<file path="config.mk">
export PLATFORM = sky130hd
export DESIGN_NAME = sbc_led_activity_flat
export DESIGN_NICKNAME = d
export VERILOG_FILES = /design/src/rtl/sbc_led_activity_if.sv /design/src/rtl/sbc_led_activity.sv /design/src/flat_wrapper.sv
export SDC_FILE = /design/constraint.sdc
export NUM_CORES = 1
export LEC_CHECK = 0
export CAP_MARGIN = 15
export CORE_MARGIN = 4
export CORE_UTILIZATION = 54
export CTS_CLUSTER_SIZE = 24
export DETAILED_ROUTE_END_ITERATION = 10
export GPL_TIMING_DRIVEN = 0
export PLACE_DENSITY = 0.84
export SYNTH_ARGS = -nofsm -noshare
export SYNTH_HDL_FRONTEND = slang
export SYNTH_SLANG_ARGS = --single-unit
</file>
<file path="constraint.sdc">
create_clock -name pll0_50MHz -period 2.2 [get_ports pll0_50MHz]
set_clock_uncertainty 0.1 [all_clocks]
set_input_delay 0.22 -clock pll0_50MHz [delete_from_list [all_inputs] [get_ports pll0_50MHz]]
set_output_delay 0.22 -clock pll0_50MHz [all_outputs]
set_load 0.02 [all_outputs]
</file>
<file path="src/rtl/sbc_led_activity_if.sv">
// Front-panel activity lamp signals: raw strobes and switch levels in, stretched lamp byte out.
interface sbc_led_activity_if;
  logic [7:0] events;
  logic       lamp_test;
  logic       freeze;
  logic [7:0] fbarSbcLeds;

  modport master (
    output events,
    output lamp_test,
    output freeze,
    input  fbarSbcLeds
  );

  modport slave (
    input  events,
    input  lamp_test,
    input  freeze,
    output fbarSbcLeds
  );
endinterface

</file>
<file path="src/rtl/sbc_led_activity.sv">
// Activity lamp driver: synchronizes eight CPU/SBC strobes and stretches each into a
// visible lamp pulse using a shared tick prescaler, with lamp-test and freeze switches.
module sbc_led_activity #(
  parameter int CLK_HZ     = 50_000_000,
  parameter int TICK_HZ    = 1000,
  parameter int HOLD_TICKS = 50
) (
  input  logic              pll0_50MHz,
  input  logic              n_reset,
  sbc_led_activity_if.slave bus
);

  localparam int TICK_CYC = CLK_HZ / TICK_HZ;
  localparam int PW       = (TICK_CYC > 1) ? $clog2(TICK_CYC) : 1;
  localparam int CW       = $clog2(HOLD_TICKS + 1);
  localparam logic [PW-1:0] TICK_LAST = PW'(TICK_CYC - 1);
  localparam logic [CW-1:0] HOLD_LOAD = CW'(HOLD_TICKS);

  logic [7:0]    evMeta, evSync;
  logic          ltMeta, ltSync;
  logic          fzMeta, fzSync;
  logic [PW-1:0] preCnt;
  logic          tick;
  logic [CW-1:0] holdCnt [8];
  logic [7:0]    ledReg;

  // Two-flop synchronizers; strobes and switches may be asynchronous to the clock.
  always_ff @(posedge pll0_50MHz or negedge n_reset) begin
    if (!n_reset) begin
      evMeta <= '0;
      evSync <= '0;
      ltMeta <= 1'b0;
      ltSync <= 1'b0;
      fzMeta <= 1'b0;
      fzSync <= 1'b0;
    end else begin
      evMeta <= bus.events;
      evSync <= evMeta;
      ltMeta <= bus.lamp_test;
      ltSync <= ltMeta;
      fzMeta <= bus.freeze;
      fzSync <= fzMeta;
    end
  end

  // Freeze stops the stretch clock as well, so the display resumes with its phase intact.
  assign tick = !fzSync && (preCnt == TICK_LAST);

  always_ff @(posedge pll0_50MHz or negedge n_reset) begin
    if (!n_reset) begin
      preCnt <= '0;
    end else if (!fzSync) begin
      preCnt <= tick ? '0 : preCnt + PW'(1);
    end
  end

  // Level load beats the tick decrement, so a held or colliding event restarts the full stretch.
  always_ff @(posedge pll0_50MHz or negedge n_reset) begin
    if (!n_reset) begin
      for (int i = 0; i < 8; i++) begin
        holdCnt[i] <= '0;
      end
    end else if (!fzSync) begin
      for (int i = 0; i < 8; i++) begin
        if (evSync[i]) begin
          holdCnt[i] <= HOLD_LOAD;
        end else if (tick && (holdCnt[i] != '0)) begin
          holdCnt[i] <= holdCnt[i] - CW'(1);
        end
      end
    end
  end

  always_ff @(posedge pll0_50MHz or negedge n_reset) begin
    if (!n_reset) begin
      ledReg <= '0;
    end else begin
      for (int i = 0; i < 8; i++) begin
        ledReg[i] <= ltSync | (holdCnt[i] != '0);
      end
    end
  end

  assign bus.fbarSbcLeds = ledReg;

endmodule
</file>
<file path="src/flat_wrapper.sv">
// flat-port wrapper written by rule: the top's interface ports become plain ports
module sbc_led_activity_flat 
#(
  parameter int CLK_HZ     = 50_000_000,
  parameter int TICK_HZ    = 1000,
  parameter int HOLD_TICKS = 50
)
  (pll0_50MHz, n_reset, bus_events, bus_lamp_test, bus_freeze, bus_fbarSbcLeds);
  sbc_led_activity_if bus_i ();
  input  logic pll0_50MHz;
  input  logic n_reset;
  input wire logic [$bits(bus_i.events)-1:0] bus_events;
  input wire logic [$bits(bus_i.lamp_test)-1:0] bus_lamp_test;
  input wire logic [$bits(bus_i.freeze)-1:0] bus_freeze;
  output wire logic [$bits(bus_i.fbarSbcLeds)-1:0] bus_fbarSbcLeds;
  assign bus_i.events = bus_events;
  assign bus_i.lamp_test = bus_lamp_test;
  assign bus_i.freeze = bus_freeze;
  assign bus_fbarSbcLeds = bus_i.fbarSbcLeds;
  sbc_led_activity #(.CLK_HZ(CLK_HZ), .TICK_HZ(TICK_HZ), .HOLD_TICKS(HOLD_TICKS)) u_core (.pll0_50MHz(pll0_50MHz), .n_reset(n_reset), .bus(bus_i));
endmodule
</file>
==> results of run 1 <==
==> routing by layer <==
metal  vias up  wire length, um  part of all wire, %
met3        49              936                  7.5
met4         0              497                  4.0
li1       1808                -                    -
met2       235             6289                   50
met1      1979             4763                   38
met5         -                0                    0
==> cell type report <==
class	count	share of cell area (%)
Sequential cell	92	39.01
Inverter	23	1.463
Multi-Input combinational cell	326	41.53
Clock buffer	9	2.099
Clock inverter	7	1.526
Tap cell	105	2.226
Timing Repair Buffer	52	9.773
Buffer	13	2.374
==> Yosys cell counts, types with 2 or more instances <==
master                      instances
sky130_fd_sc_hd__a211o_1            2
sky130_fd_sc_hd__a211oi_1          14
sky130_fd_sc_hd__a21o_1             2
sky130_fd_sc_hd__a21oi_1            5
sky130_fd_sc_hd__a221oi_1           2
sky130_fd_sc_hd__a2bb2oi_1          2
sky130_fd_sc_hd__a311oi_1           2
sky130_fd_sc_hd__a31oi_1            2
sky130_fd_sc_hd__a41o_1             3
sky130_fd_sc_hd__and2_1             6
sky130_fd_sc_hd__and3_1             6
sky130_fd_sc_hd__and4_1             4
sky130_fd_sc_hd__buf_2              5
sky130_fd_sc_hd__clkbuf_1          10
sky130_fd_sc_hd__dfrtp_1           92
sky130_fd_sc_hd__ha_1              17
sky130_fd_sc_hd__inv_1             22
sky130_fd_sc_hd__mux2i_1            3
sky130_fd_sc_hd__nand2_1           41
sky130_fd_sc_hd__nand2b_1          10
sky130_fd_sc_hd__nand3_1           25
sky130_fd_sc_hd__nand3b_1           2
sky130_fd_sc_hd__nand4_1           13
sky130_fd_sc_hd__nand4b_1           3
sky130_fd_sc_hd__nor2_1            38
sky130_fd_sc_hd__nor2b_1            2
sky130_fd_sc_hd__nor3_1            23
sky130_fd_sc_hd__nor3b_1            2
sky130_fd_sc_hd__nor4_1             6
sky130_fd_sc_hd__nor4_2             3
sky130_fd_sc_hd__o211ai_1           8
sky130_fd_sc_hd__o21ai_0           16
sky130_fd_sc_hd__o22a_1             2
sky130_fd_sc_hd__o31ai_1            5
sky130_fd_sc_hd__o41ai_1            5
sky130_fd_sc_hd__or2_2              4
sky130_fd_sc_hd__or3_1             12
sky130_fd_sc_hd__or3b_2             3
sky130_fd_sc_hd__or4_1             10
sky130_fd_sc_hd__or4b_1             2
sky130_fd_sc_hd__xnor2_1            6
sky130_fd_sc_hd__xor2_1             5
==> layout by cell type, fill, tap and decap left out, types with 5 or more instances in the layout <==
cell type                         instances
sky130_fd_sc_hd__nand2_1                 41
sky130_fd_sc_hd__inv_1                   22
sky130_fd_sc_hd__or3_1                   11
sky130_fd_sc_hd__buf_6                   16
sky130_fd_sc_hd__nand4_1                 13
sky130_fd_sc_hd__dfrtp_1                 92
sky130_fd_sc_hd__nor4_1                   5
sky130_fd_sc_hd__a21oi_1                  5
sky130_fd_sc_hd__o21ai_0                  5
sky130_fd_sc_hd__o21ai_1                  7
sky130_fd_sc_hd__xnor2_1                  6
sky130_fd_sc_hd__xor2_1                   5
sky130_fd_sc_hd__or4_4                    5
sky130_fd_sc_hd__clkbuf_8                 9
sky130_fd_sc_hd__or4_1                    5
sky130_fd_sc_hd__o211ai_1                 8
sky130_fd_sc_hd__nor3_1                  19
sky130_fd_sc_hd__and3_1                   5
sky130_fd_sc_hd__buf_4                   15
sky130_fd_sc_hd__a211oi_2                 8
sky130_fd_sc_hd__nand2b_1                10
sky130_fd_sc_hd__ha_1                    17
sky130_fd_sc_hd__nand3_1                 22
sky130_fd_sc_hd__nor2_1                  37
sky130_fd_sc_hd__clkdlybuf4s50_1         18
sky130_fd_sc_hd__clkbuf_1                 5
==> logic make-up after synthesis <==
family                   Yosys count  share of synthesized area, %
AO/OA/AOI/OAI                     76                         12.17
buffers and inverters             38                         3.277
flip-flops                        92                         50.67
XOR/XNOR                          11                         2.121
multiplexers                       3                        0.6610
adder cells (fa/ha/maj)           17                         4.682
AND/OR/NAND/NOR                  219                         26.41
==> state kept, by name, summed over array words and instances, names as in the netlist <==
register and flops:
u_core.bus.fbarSbcLeds 8, u_core.evMeta 8, u_core.evSync 8, u_core.fzMeta 1
u_core.fzSync 1, u_core.holdCnt 48, u_core.ltMeta 1, u_core.ltSync 1
u_core.preCnt 16
==> power by group through the flow <==
| stage | logic (mW) | clock network (mW) | registers [mW] |
|---|---|---|---|
| finish | 0.426 | 1.21 | 1.92 |
| global route | 0.476 | 1.30 | 1.93 |
| CTS | 0.386 | 1.23 | 1.90 |
| detailed placement | 0.339 | 0 | 1.94 |
| global placement | 0.314 | 0 | 1.93 |
| floorplan | 0.225 | 0 | 1.91 |
==> worst max-delay path, stage by stage, from the launching register on <==
cell and delay (ns):
sky130_fd_sc_hd__dfrtp_1 0.40, sky130_fd_sc_hd__or4b_4 0.57, sky130_fd_sc_hd__buf_6 0.15, sky130_fd_sc_hd__nor4_4 0.37, sky130_fd_sc_hd__buf_6 0.18, sky130_fd_sc_hd__buf_6 0.11
sky130_fd_sc_hd__buf_16 0.11, sky130_fd_sc_hd__a211oi_2 0.10, sky130_fd_sc_hd__a211oi_2 0.26
==> how the worst max path moves through the flow <==
stage | endpoint | from | slack (ns)
after floorplan | u_core.holdCnt[17] | u_core.preCnt[10] | -0.09
after global placement | u_core.preCnt[13] | n_reset | -2.49
after detailed placement | u_core.holdCnt[19] | u_core.preCnt[0] | -0.64
after CTS | u_core.holdCnt[11] | u_core.preCnt[11] | -0.23
after global routing | u_core.holdCnt[37] | u_core.preCnt[7] | -0.33
final | u_core.holdCnt[37] | u_core.preCnt[7] | -0.25
==> repair_timing <==
item | CTS | global route
hold endpoints to repair | 27 | 0
resized for setup | 51 | 59
buffers inserted | 22 | 7
setup endpoints to repair | 57 | 53
gates cloned | 2 | 1
pin swaps | 17 | 20
hold buffers | 1 | 0
==> summary.md, run 1 <==
| Metric | Value |
|---|---|
| Register area | 2302 um^2 |
| Routability Congestion | 0.9262 |
| Total power | 3.552 mW |
| Net count of the mapped netlist | 485 |
| Leftover overflow at the end of global routing | 0 |
| Root Buffer Master | sky130_fd_sc_hd__clkbuf_8 |
| TritonCTS Buffers | 9 |
| Vias in the first global route | 4074 |
| Worst slew pin tran | 0.8976 ns |
| Largest area contributor in the synthesized netlist | sky130_fd_sc_hd__dfrtp_1 |
| Met2 track utilization from global routing | 40.58% |
| R2r startpoint | u_core.preCnt[7] |
| CTS tree | done |
| Number of enable flip-flop cells after synthesis | 0 |
| DRC violation count after routing | 0 |
| Power density over the cells | 601.9 nW/um^2 |
| Horizontal die dimension | 99.73 um |
| Final cell area excluding filler cells | 5902 um^2 |
| Pre-CTS setup slack | -0.6398 ns |
| Post-DP HPWL | 6966 um |
| Type of the worst setup path | reg -> reg |
| Overall die area | 9945 um^2 |
| Endpoint type of the worst setup path | flip-flop |
| Crit path setup slack, layout | -0.2482 ns |
| Count of inserted antenna diode cells | 0 |
| Cells on Worst Hold Path | 1 |
| Post-placement cell area | 4951 um^2 |
| Synthesis Warnings | 0 |
| Sequential cell area fraction in the yosys report | 50.67% |
| Total via count in the routed design | 4071 |
| M3 GR Usage | 6.031% |
| Met1 track demand over resource in global routing | 30.48% |
| Leading cell types by total area after synthesis | sky130_fd_sc_hd__dfrtp_1 51%, sky130_fd_sc_hd__ha_1 4.7%, sky130_fd_sc_hd__nand2_1 3.4% |
| Count of unique library cells instantiated by Yosys | 53 |
| Hold Path Origin | bus_events[7] |
| Endpoint of the worst-slack reg-to-reg timing path | u_core.holdCnt[37] |
| Number of primary I/O pins | 20 |
| Number of non-filler instances in the completed layout | 627 |
| Gate count after technology mapping | 456 |
| Maximum net fanout on the critical path | 5 |
| Inst Count DP | 581 |
| Nature of the critical path startpoint | flip-flop |
| Top cell type's share of synthesized area | 50.67% |
| Pre-antenna DRT Iters | 5 |
| Final Setup Violations | 43 |
| Count of maximum capacitance violations | 0 |
| Largest net degree at the start of global routing | 66 |
| Internal power consumption | 2.518 mW |
| Total count of hold-check failures in the final report | 0 |
| Total Neg Setup Slack | -4.980 ns |
| Gr busiest metal | met2 |
| Detail Route Antenna Nets | 0 |
| Worst Reg-to-Reg Cells | 8 |
| # nets final | 546 |
| Part of the power in registers | 54.0% |
| Wire length of the first global-routing pass | 19430 um |
| Detailed-route wire length | 12490 um |
| CTS Buffer Depth | 2 |
| Clock period minus worst slack | 2.448 ns |
| Fin. max-slew vios | 0 |
| Share of power burned in the clock network | 34.0% |
| IO Port Bufs | 19 |
| DR vias/cell | 6.493 |
| Sinks on the clock net | 92 |
| Unrepaired setup endpoints after global routing | true |
| Switching share of power | 29.11% |
| Hold WC Path Type | in -> reg |
| Initial Util | 55.29% |
| NetSw | 1.034 mW |
| Number of antenna violations at the first check in global routing | 0 |
| Clock insertion delay at the later pin of the skew report | 0.37 ns |
| Footprint of the multi-input gates | 2451 um^2 |
| Highest Clock Rate | 408.5 MHz |
| Iter 0 DRT Violations | 445 |
| GRT Total Usage | 24.38% |
| Chip Height | 99.73 um |
| Proportion of synthesized flip-flops having asynchronous set or reset | 100.0% |
| Setup slack of the most critical reg-to-reg path | -0.25 ns |
| Worst EP arrival | 2.62 ns |
| Area added between synthesis and finish | 29.91% |
| Share of the core filled with cells in the final layout | 71.83% |
| Core ar. | 8217 um^2 |
| Endpoint required time on the critical path | 2.37 ns |
| Filler Cells Inserted | 518 |
| Worst hold margin | 0.1741 ns |
| Hold-critical path endpoint | u_core.evMeta[7] |
| Most common flop cell mapped by yosys | sky130_fd_sc_hd__dfrtp_1 |
| Fraction of power consumed by combinational cells | 12.0% |
| Leakage power of the design | 2.408 nW |
| Violations in the final reports | setup timing |
| Synthesized flop and latch total | 92 |
| Fraction of final layout cells with drive strength greater than 1 | 22.61% |
| Maximum level of the CTS H-tree | 3 |
| Run status | finished with violations |
| Average size of a mapped cell | 9.963 um^2 |
| Clock-pin slew on the worst setup and hold paths | 0.10 ns |
| Largest vdd supply drop | 0.3254 mV |
| Total number of placement rows | 33 |
| Area of the mapped netlist | 4543 um^2 |
| Rel. slew slack | 40.03% |
| Avg WL per Cell | 19.91 um |
| Part of the cycle the worst path needs | 111.3% |
(Power assumes the default switching activity.)
==> run 2: changes to the inputs <==
- RECOVER_POWER: default -> 100
- SLEW_MARGIN: default -> 20
==> run 2 against run 1 <==
Effect of this change:
- the run ends with capacitance limit, slew limit, setup timing left
- clock-buffer cell count stayed put
- non-clock buffer count is 2 higher
- worst hold slack better by 0.075 ns
- first-iteration DRC count is 8.5% higher
- die area stayed put
- critical path depth is 2 lower
- fmax is 0.50% lower
- sequential power hardly changed
- via count is 5.8% higher
- cell count is 0.48% higher
- clock power is 4% higher
- utilization hardly changed
- largest cell class unchanged
==> summary.md, run 2 (synthesis results as in run 1) <==
| Metric | Value |
|---|---|
| Count of maximum capacitance violations | 1 (was 0) |
| Critical path, cell by cell | or4b_4 > or4_4 > buf_12 > buf_4 > nor3_4 > a211o_1 (was or4b_4 > buf_6 > nor4_4 > buf_6 > buf_6 > buf_16 > a211oi_2 > a211oi_2) |
| Origin of the worst setup path | u_core.preCnt[12] (was u_core.preCnt[7]) |
| Worst hold margin | 0.2489 ns (was 0.1741 ns) |
| Endpoint required time on the critical path | 2.40 ns (was 2.37 ns) |
| Largest vdd supply drop | 0.3944 mV (was 0.3254 mV) |
| Leakage power of the design | 2.383 nW (was 2.408 nW) |
| CTS tree | done (unchanged) |
| Area added between synthesis and finish | 29.85% (was 29.91%) |
| Chip Height | 99.73 um (unchanged) |
| Clock period minus worst slack | 2.461 ns (was 2.448 ns) |
| Detail Route Antenna Nets | 0 (unchanged) |
| Type of the worst setup path | reg -> reg (unchanged) |
| Root Buffer Master | sky130_fd_sc_hd__clkbuf_8 (unchanged) |
| CTS Buffer Depth | 2 (unchanged) |
| Pre-CTS setup slack | -0.6818 ns (was -0.6398 ns) |
| Worst EP arrival | 2.66 ns (was 2.62 ns) |
| Sinks on the clock net | 92 (unchanged) |
| Wire length of the first global-routing pass | 19290 um (was 19430 um) |
| Rel. slew slack | -6.252% (was 40.03%) |
| Post-DP HPWL | 6965 um (was 6966 um) |
| DR vias/cell | 6.840 (was 6.493) |
| DRC violation count after routing | 0 (unchanged) |
| Core ar. | 8217 um^2 (unchanged) |
| IO Port Bufs | 19 (unchanged) |
| Hold WC Path Type | reg -> reg (was in -> reg) |
| # nets final | 548 (was 546) |
| Worst slew pin tran | 1.594 ns (was 0.8976 ns) |
| Avg WL per Cell | 21.20 um (was 19.91 um) |
| Buffers plus inverters on the worst setup path | 2 (was 4) |
| Number of primary I/O pins | 20 (unchanged) |
| Register bank with the most flops | u_core.holdCnt (unchanged) |
| Fin. max-slew vios | 28 (was 0) |
| Nature of the critical path startpoint | flip-flop (unchanged) |
| Routability Congestion | 0.9262 (unchanged) |
| GRT Total Usage | 24.29% (was 24.38%) |
| CP top delay family | simple AND/OR/NAND/NOR gates (unchanged) |
| Clock insertion delay at the later pin of the skew report | 0.38 ns (was 0.37 ns) |
| Maximum level of the CTS H-tree | 3 (unchanged) |
| Leading cell type in the layout, fill and taps excluded | sky130_fd_sc_hd__dfrtp_1 (unchanged) |
| Violations in the final reports | capacitance limit, slew limit, setup timing (was setup timing) |
| Clock-pin slew on the worst setup and hold paths | 0.11 ns (was 0.10 ns) |
| Run status | finished with violations (unchanged) |
| Leading registers by flop count | u_core.holdCnt: 48 flops, u_core.preCnt: 16 flops (unchanged) |
| Total count of hold-check failures in the final report | 0 (unchanged) |
| Stage delay of the slowest cell on the critical path | 0.61 ns (was 0.57 ns) |
| Number of antenna violations at the first check in global routing | 0 (unchanged) |
| Pre-antenna DRT Iters | 8 (was 5) |
| Detailed-route wire length | 13360 um (was 12490 um) |
| Power density over the cells | 615.0 nW/um^2 (was 601.9 nW/um^2) |
| Total number of placement rows | 33 (unchanged) |
| Iter 0 DRT Violations | 483 (was 445) |
| Filler Cells Inserted | 515 (was 518) |
| Initial Util | 55.29% (unchanged) |
| R2r startpoint | u_core.preCnt[12] (was u_core.preCnt[7]) |
| Hold Path Origin | u_core.evMeta[7] (was bus_events[7]) |
| Library cell contributing the largest single delay on the critical path | sky130_fd_sc_hd__or4_4 (was sky130_fd_sc_hd__or4b_4) |
| TritonCTS Buffers | 9 (unchanged) |
| Total power | 3.628 mW (was 3.552 mW) |
| Fraction of final layout cells with drive strength greater than 1 | 21.37% (was 22.61%) |
| Vias in the first global route | 3992 (was 4074) |
| Commonest cells after routing, fill and taps aside | 91 x sky130_fd_sc_hd__dfrtp_1, 39 x sky130_fd_sc_hd__nand2_1, 38 x sky130_fd_sc_hd__nor2_1 (was 92 x sky130_fd_sc_hd__dfrtp_1, 41 x sky130_fd_sc_hd__nand2_1, 37 x sky130_fd_sc_hd__nor2_1) |
| Crit path setup slack, layout | -0.2606 ns (was -0.2482 ns) |
| Endpoint type of the worst setup path | flip-flop (unchanged) |
| Total via count in the routed design | 4309 (was 4071) |
| Maximum net fanout on the critical path | 9 (was 5) |
| Largest register FFs | 48 (unchanged) |
| Largest net degree at the start of global routing | 66 (unchanged) |
| Overall die area | 9945 um^2 (unchanged) |
| Unrepaired setup endpoints after global routing | true (unchanged) |
| Horizontal die dimension | 99.73 um (unchanged) |
| Share of the core filled with cells in the final layout | 71.80% (was 71.83%) |
| Final Setup Violations | 52 (was 43) |
| Part of the cycle the worst path needs | 111.8% (was 111.3%) |
| Highest Clock Rate | 406.4 MHz (was 408.5 MHz) |
| Setup slack of the most critical reg-to-reg path | -0.26 ns (was -0.25 ns) |
| Leftover overflow at the end of global routing | 0 (unchanged) |
## run 2: path summary, 6_finish.rpt
path | to | cells past startpoint
min | u_core.evSync[7] | 0
max in group asynchronous | u_core.preCnt[15] | 3
min in group asynchronous | u_core.holdCnt[4] | 2
max | u_core.holdCnt[36] | 6
max reg2reg | u_core.holdCnt[36] | 6
min reg2reg | u_core.evSync[7] | 0
## run 2: worst register-to-register path, stage by stage (launching register included)
cell and delay (ns):
sky130_fd_sc_hd__dfrtp_1 0.41, sky130_fd_sc_hd__or4b_4 0.57, sky130_fd_sc_hd__or4_4 0.61, sky130_fd_sc_hd__buf_12 0.19, sky130_fd_sc_hd__buf_4 0.14, sky130_fd_sc_hd__nor3_4 0.14, sky130_fd_sc_hd__a211o_1 0.22
## run 2: area by class of cell
cell class | instances | area [um^2] | share of cell area (%)
Antenna cell | 1 | 2.502 | 0.04242
Buffer | 13 | 147.6 | 2.503
Clock buffer | 9 | 123.9 | 2.100
Clock inverter | 7 | 92.59 | 1.569
Inverter | 23 | 86.33 | 1.463
Multi-Input combinational cell | 326 | 2431 | 41.21
Sequential cell | 92 | 2303 | 39.05
Tap cell | 105 | 131.4 | 2.227
Timing Repair Buffer | 54 | 580.6 | 9.841
## run 2: what timing repair did
item                                   4_1_cts  5_1_grt
hold buffers                                 1        0
cloned                                       3        2
endpoints found under the hold margin       92        0
pin swaps                                   12       28
setup buffers                               20        9
setup endpoints to repair                   57       51
gates resized for setup                     46       62
## run 2: metal layers
| metal | wire [um] | track usage (%) |
|---|---|---|
| met5 | 0 | 0 |
| met4 | 534 | 11.13 |
| met3 | 1254 | 5.961 |
| met2 | 6522 | 38.74 |
| met1 | 5047 | 31.31 |
## run 2: per-stage QoR
| stage | instance area [um^2] | instances | setup TNS, ns |
|---|---|---|---|
| finish | 5899 | 630 | -5.930 |
| global route | 5897 | 629 | -9.370 |
| CTS | 5567 | 621 | -3.557 |
| detailed placement | 4955 | 581 | -24.10 |
| global placement | 4926 | 580 | -250.54 |
| floorplan | 4604 | 456 | -0.8780 |
## run 2: report_power, final
group | leakage, nW | internal, mW | total, mW | switching [mW]
Clock | 0.110 | 0.557 | 1.26 | 0.706
Combinational | 1.20 | 0.180 | 0.443 | 0.263
Sequential | 1.07 | 1.78 | 1.92 | 0.138
Total | 2.38 | 2.52 | 3.63 | 1.11
==> run 3: changes to the inputs <==
- REMOVE_ABC_BUFFERS: default -> 1
- SETUP_SLACK_MARGIN: default -> 0.4
==> run 3 against run 2 <==
Effect of this change:
- the run ends with setup timing left
- via count rose by 0.32%
- register-to-register slack hardly changed
- design area increased by 3.0%
==> summary.md, run 3 (synthesis results as in run 1) <==
| Metric | Value |
|---|---|
| Run status | finished with violations (unchanged) |
| Violations in the final reports | setup timing (was capacitance limit, slew limit, setup timing) |
| Detail Route Antenna Nets | 0 (unchanged) |
| Overall die area | 9945 um^2 (unchanged) |
| Number of antenna violations at the first check in global routing | 0 (unchanged) |
| Hold WC Path Type | reg -> reg (unchanged) |
| Maximum net fanout on the critical path | 7 (was 9) |
| Critical path, cell by cell | or4b_4 > or4_4 > buf_6 > buf_6 > nor3b_4 > a211oi_1 (was or4b_4 > or4_4 > buf_12 > buf_4 > nor3_4 > a211o_1) |
| Count of inserted antenna diode cells | 0 (was 1) |
| Critical Path Most Common Cell | sky130_fd_sc_hd__buf_6 |
| IO Port Bufs | 19 (unchanged) |
| Rel. slew slack | 26.98% (was -6.252%) |
| Nature of the critical path startpoint | flip-flop (unchanged) |
| Count of maximum capacitance violations | 0 (was 1) |
| Clock period minus worst slack | 2.471 ns (was 2.461 ns) |
| Initial Util | 55.29% (unchanged) |
| Worst EP arrival | 2.61 ns (was 2.66 ns) |
| Routability Congestion | 0.8404 (was 0.9262) |
| Pre-antenna DRT Iters | 6 (was 8) |
| Iter 0 DRT Violations | 528 (was 483) |
| Clock insertion delay at the later pin of the skew report | 0.37 ns (was 0.38 ns) |
| Part of the cycle the worst path needs | 112.3% (was 111.8%) |
| Number of non-filler instances in the completed layout | 646 (was 630) |
| DRC violation count after routing | 0 (unchanged) |
| Final Setup Violations | 51 (was 52) |
| Total via count in the routed design | 4323 (was 4309) |
| CP top delay family | simple AND/OR/NAND/NOR gates (unchanged) |
| Largest register FFs | 48 (unchanged) |
| Register bank with the most flops | u_core.holdCnt (unchanged) |
| Path length in cells of the critical path | 6 (unchanged) |
| Fin. max-slew vios | 0 (was 28) |
| R2r startpoint | u_core.preCnt[10] (was u_core.preCnt[12]) |
| Sinks on the clock net | 92 (unchanged) |
| Endpoint of the worst-slack reg-to-reg timing path | u_core.holdCnt[13] (was u_core.holdCnt[36]) |
| Leading registers by flop count | u_core.holdCnt: 48 flops, u_core.preCnt: 16 flops (unchanged) |
| Type of the worst setup path | reg -> reg (unchanged) |
| CTS tree | done (unchanged) |
| Chip Height | 99.73 um (unchanged) |
| Core ar. | 8217 um^2 (unchanged) |
| Leading cell type in the layout, fill and taps excluded | sky130_fd_sc_hd__dfrtp_1 (unchanged) |
| Inst Count DP | 569 (was 581) |
| Library cell contributing the largest single delay on the critical path | sky130_fd_sc_hd__or4b_4 (was sky130_fd_sc_hd__or4_4) |
| Highest Clock Rate | 404.7 MHz (was 406.4 MHz) |
| Total count of hold-check failures in the final report | 0 (unchanged) |
| End point of the critical path | u_core.holdCnt[13] (was u_core.holdCnt[36]) |
| Vias in the first global route | 4071 (was 3992) |
| Endpoint required time on the critical path | 2.34 ns (was 2.40 ns) |
| TritonCTS Buffers | 9 (unchanged) |
| DR vias/cell | 6.692 (was 6.840) |
| CTS Buffer Depth | 2 (unchanged) |
| Wire length of the first global-routing pass | 19910 um (was 19290 um) |
| Leakage power of the design | 2.493 nW (was 2.383 nW) |
| Endpoint type of the worst setup path | flip-flop (unchanged) |
| Commonest cells after routing, fill and taps aside | 90 x sky130_fd_sc_hd__dfrtp_1, 39 x sky130_fd_sc_hd__nand2_1, 36 x sky130_fd_sc_hd__nor2_1 (was 91 x sky130_fd_sc_hd__dfrtp_1, 39 x sky130_fd_sc_hd__nand2_1, 38 x sky130_fd_sc_hd__nor2_1) |
| Worst Reg-to-Reg Cells | 6 (unchanged) |
| Post-DP HPWL | 6171 um (was 6965 um) |
| Avg WL per Cell | 21.45 um (was 21.20 um) |
| Buffers plus inverters on the worst setup path | 2 (unchanged) |
| Maximum level of the CTS H-tree | 3 (unchanged) |
| Horizontal die dimension | 99.73 um (unchanged) |
| Area added between synthesis and finish | 33.71% (was 29.85%) |
| Total Neg Setup Slack | -8.078 ns (was -5.930 ns) |
| Clock-pin slew on the worst setup and hold paths | 0.09 ns (was 0.11 ns) |
| # nets final | 565 (was 548) |
| Setup slack of the most critical reg-to-reg path | -0.27 ns (was -0.26 ns) |
| Unrepaired setup endpoints after global routing | true (unchanged) |
| Worst slew pin tran | 1.095 ns (was 1.594 ns) |
| GRT Total Usage | 25.29% (was 24.29%) |
| Stage delay of the slowest cell on the critical path | 0.58 ns (was 0.61 ns) |
| Total number of placement rows | 33 (unchanged) |
| Crit path setup slack, layout | -0.2710 ns (was -0.2606 ns) |
| Detailed-route wire length | 13860 um (was 13360 um) |
| Power density over the cells | 609.7 nW/um^2 (was 615.0 nW/um^2) |
| Number of primary I/O pins | 20 (unchanged) |
| Largest net degree at the start of global routing | 49 (was 66) |
| Leftover overflow at the end of global routing | 0 (unchanged) |
| Largest vdd supply drop | 0.4832 mV (was 0.3944 mV) |
| Fraction of final layout cells with drive strength greater than 1 | 27.17% (was 21.37%) |
| Origin of the worst setup path | u_core.preCnt[10] (was u_core.preCnt[12]) |
| Root Buffer Master | sky130_fd_sc_hd__clkbuf_8 (unchanged) |
run 3: cell types whose count changed in the layout (fill, tap and decap cells not counted), sizes merged, moves of 2 or more:
cell	previous run	this run
buf	38	61
clkbuf	19	12
inv	26	23
or4	10	13
clkinv	3	1
clkinvlp	0	2
run 3: how the worst min path moves through the flow:
stage	startpoint	end	slack, ns	cells after the start
after floorplan	n_reset	u_core.bus.fbarSbcLeds[0]	-0.18	0
after global placement	u_core.ltMeta	u_core.ltSync	0.23	0
after detailed placement	n_reset	u_core.evSync[1]	0.16	1
after CTS	bus_lamp_test	u_core.ltMeta	0.18	1
after global routing	u_core.evMeta[2]	u_core.evSync[2]	0.27	0
final	u_core.evMeta[1]	u_core.evSync[1]	0.26	0
run 3: layout make-up:
| cell class | count | area [um^2] |
|---|---|---|
| Sequential cell | 92 | 2307 |
| Clock inverter | 5 | 83.83 |
| Fill cell | 480 | 2142 |
| Timing Repair Buffer | 81 | 793.3 |
| Tap cell | 105 | 131.4 |
| Inverter | 23 | 86.33 |
| Multi-Input combinational cell | 329 | 2521 |
| Clock buffer | 11 | 151.4 |
run 3: report_power, final:
part / switching (mW) / internal [mW] / total [mW]
sequential: 0.136 / 1.78 / 1.92
clock: 0.610 / 0.704 / 1.31
combinational: 0.268 / 0.201 / 0.469
total: 1.01 / 2.69 / 3.70
run 3: repair_timing:
item,in CTS,in global routing
pin swaps,37,25
setup endpoints to repair,62,62
endpoints found under the hold margin,44,0
hold buffers,1,0
buffers inserted,36,19
gates cloned,5,0
resized for setup,62,61
run 3: per-layer routing:
layer / up-vias / track usage, % / wire, um
met5: - / 0 / 0
met4: 0 / 13.87 / 737
met3: 82 / 4.348 / 1075
met2: 276 / 42.23 / 6807
met1: 2118 / 31.12 / 5237
li1: 1847 / - / -
run 3: metrics by stage:
stage	power, mW	util [%]	hold WS, ns	setup slack (ns)	cell area, um^2
floorplan	2.124	-	-0.1756	-0.9792	4481
global placement	2.231	58.44	0.2327	-2.445	4802
detailed placement	2.262	59.33	0.1621	-1.185	4875
CTS	3.578	69.32	0.1799	-0.2295	5695
global route	3.850	73.93	0.2660	-0.3013	6075
finish	3.703	73.93	0.2591	-0.2710	6075
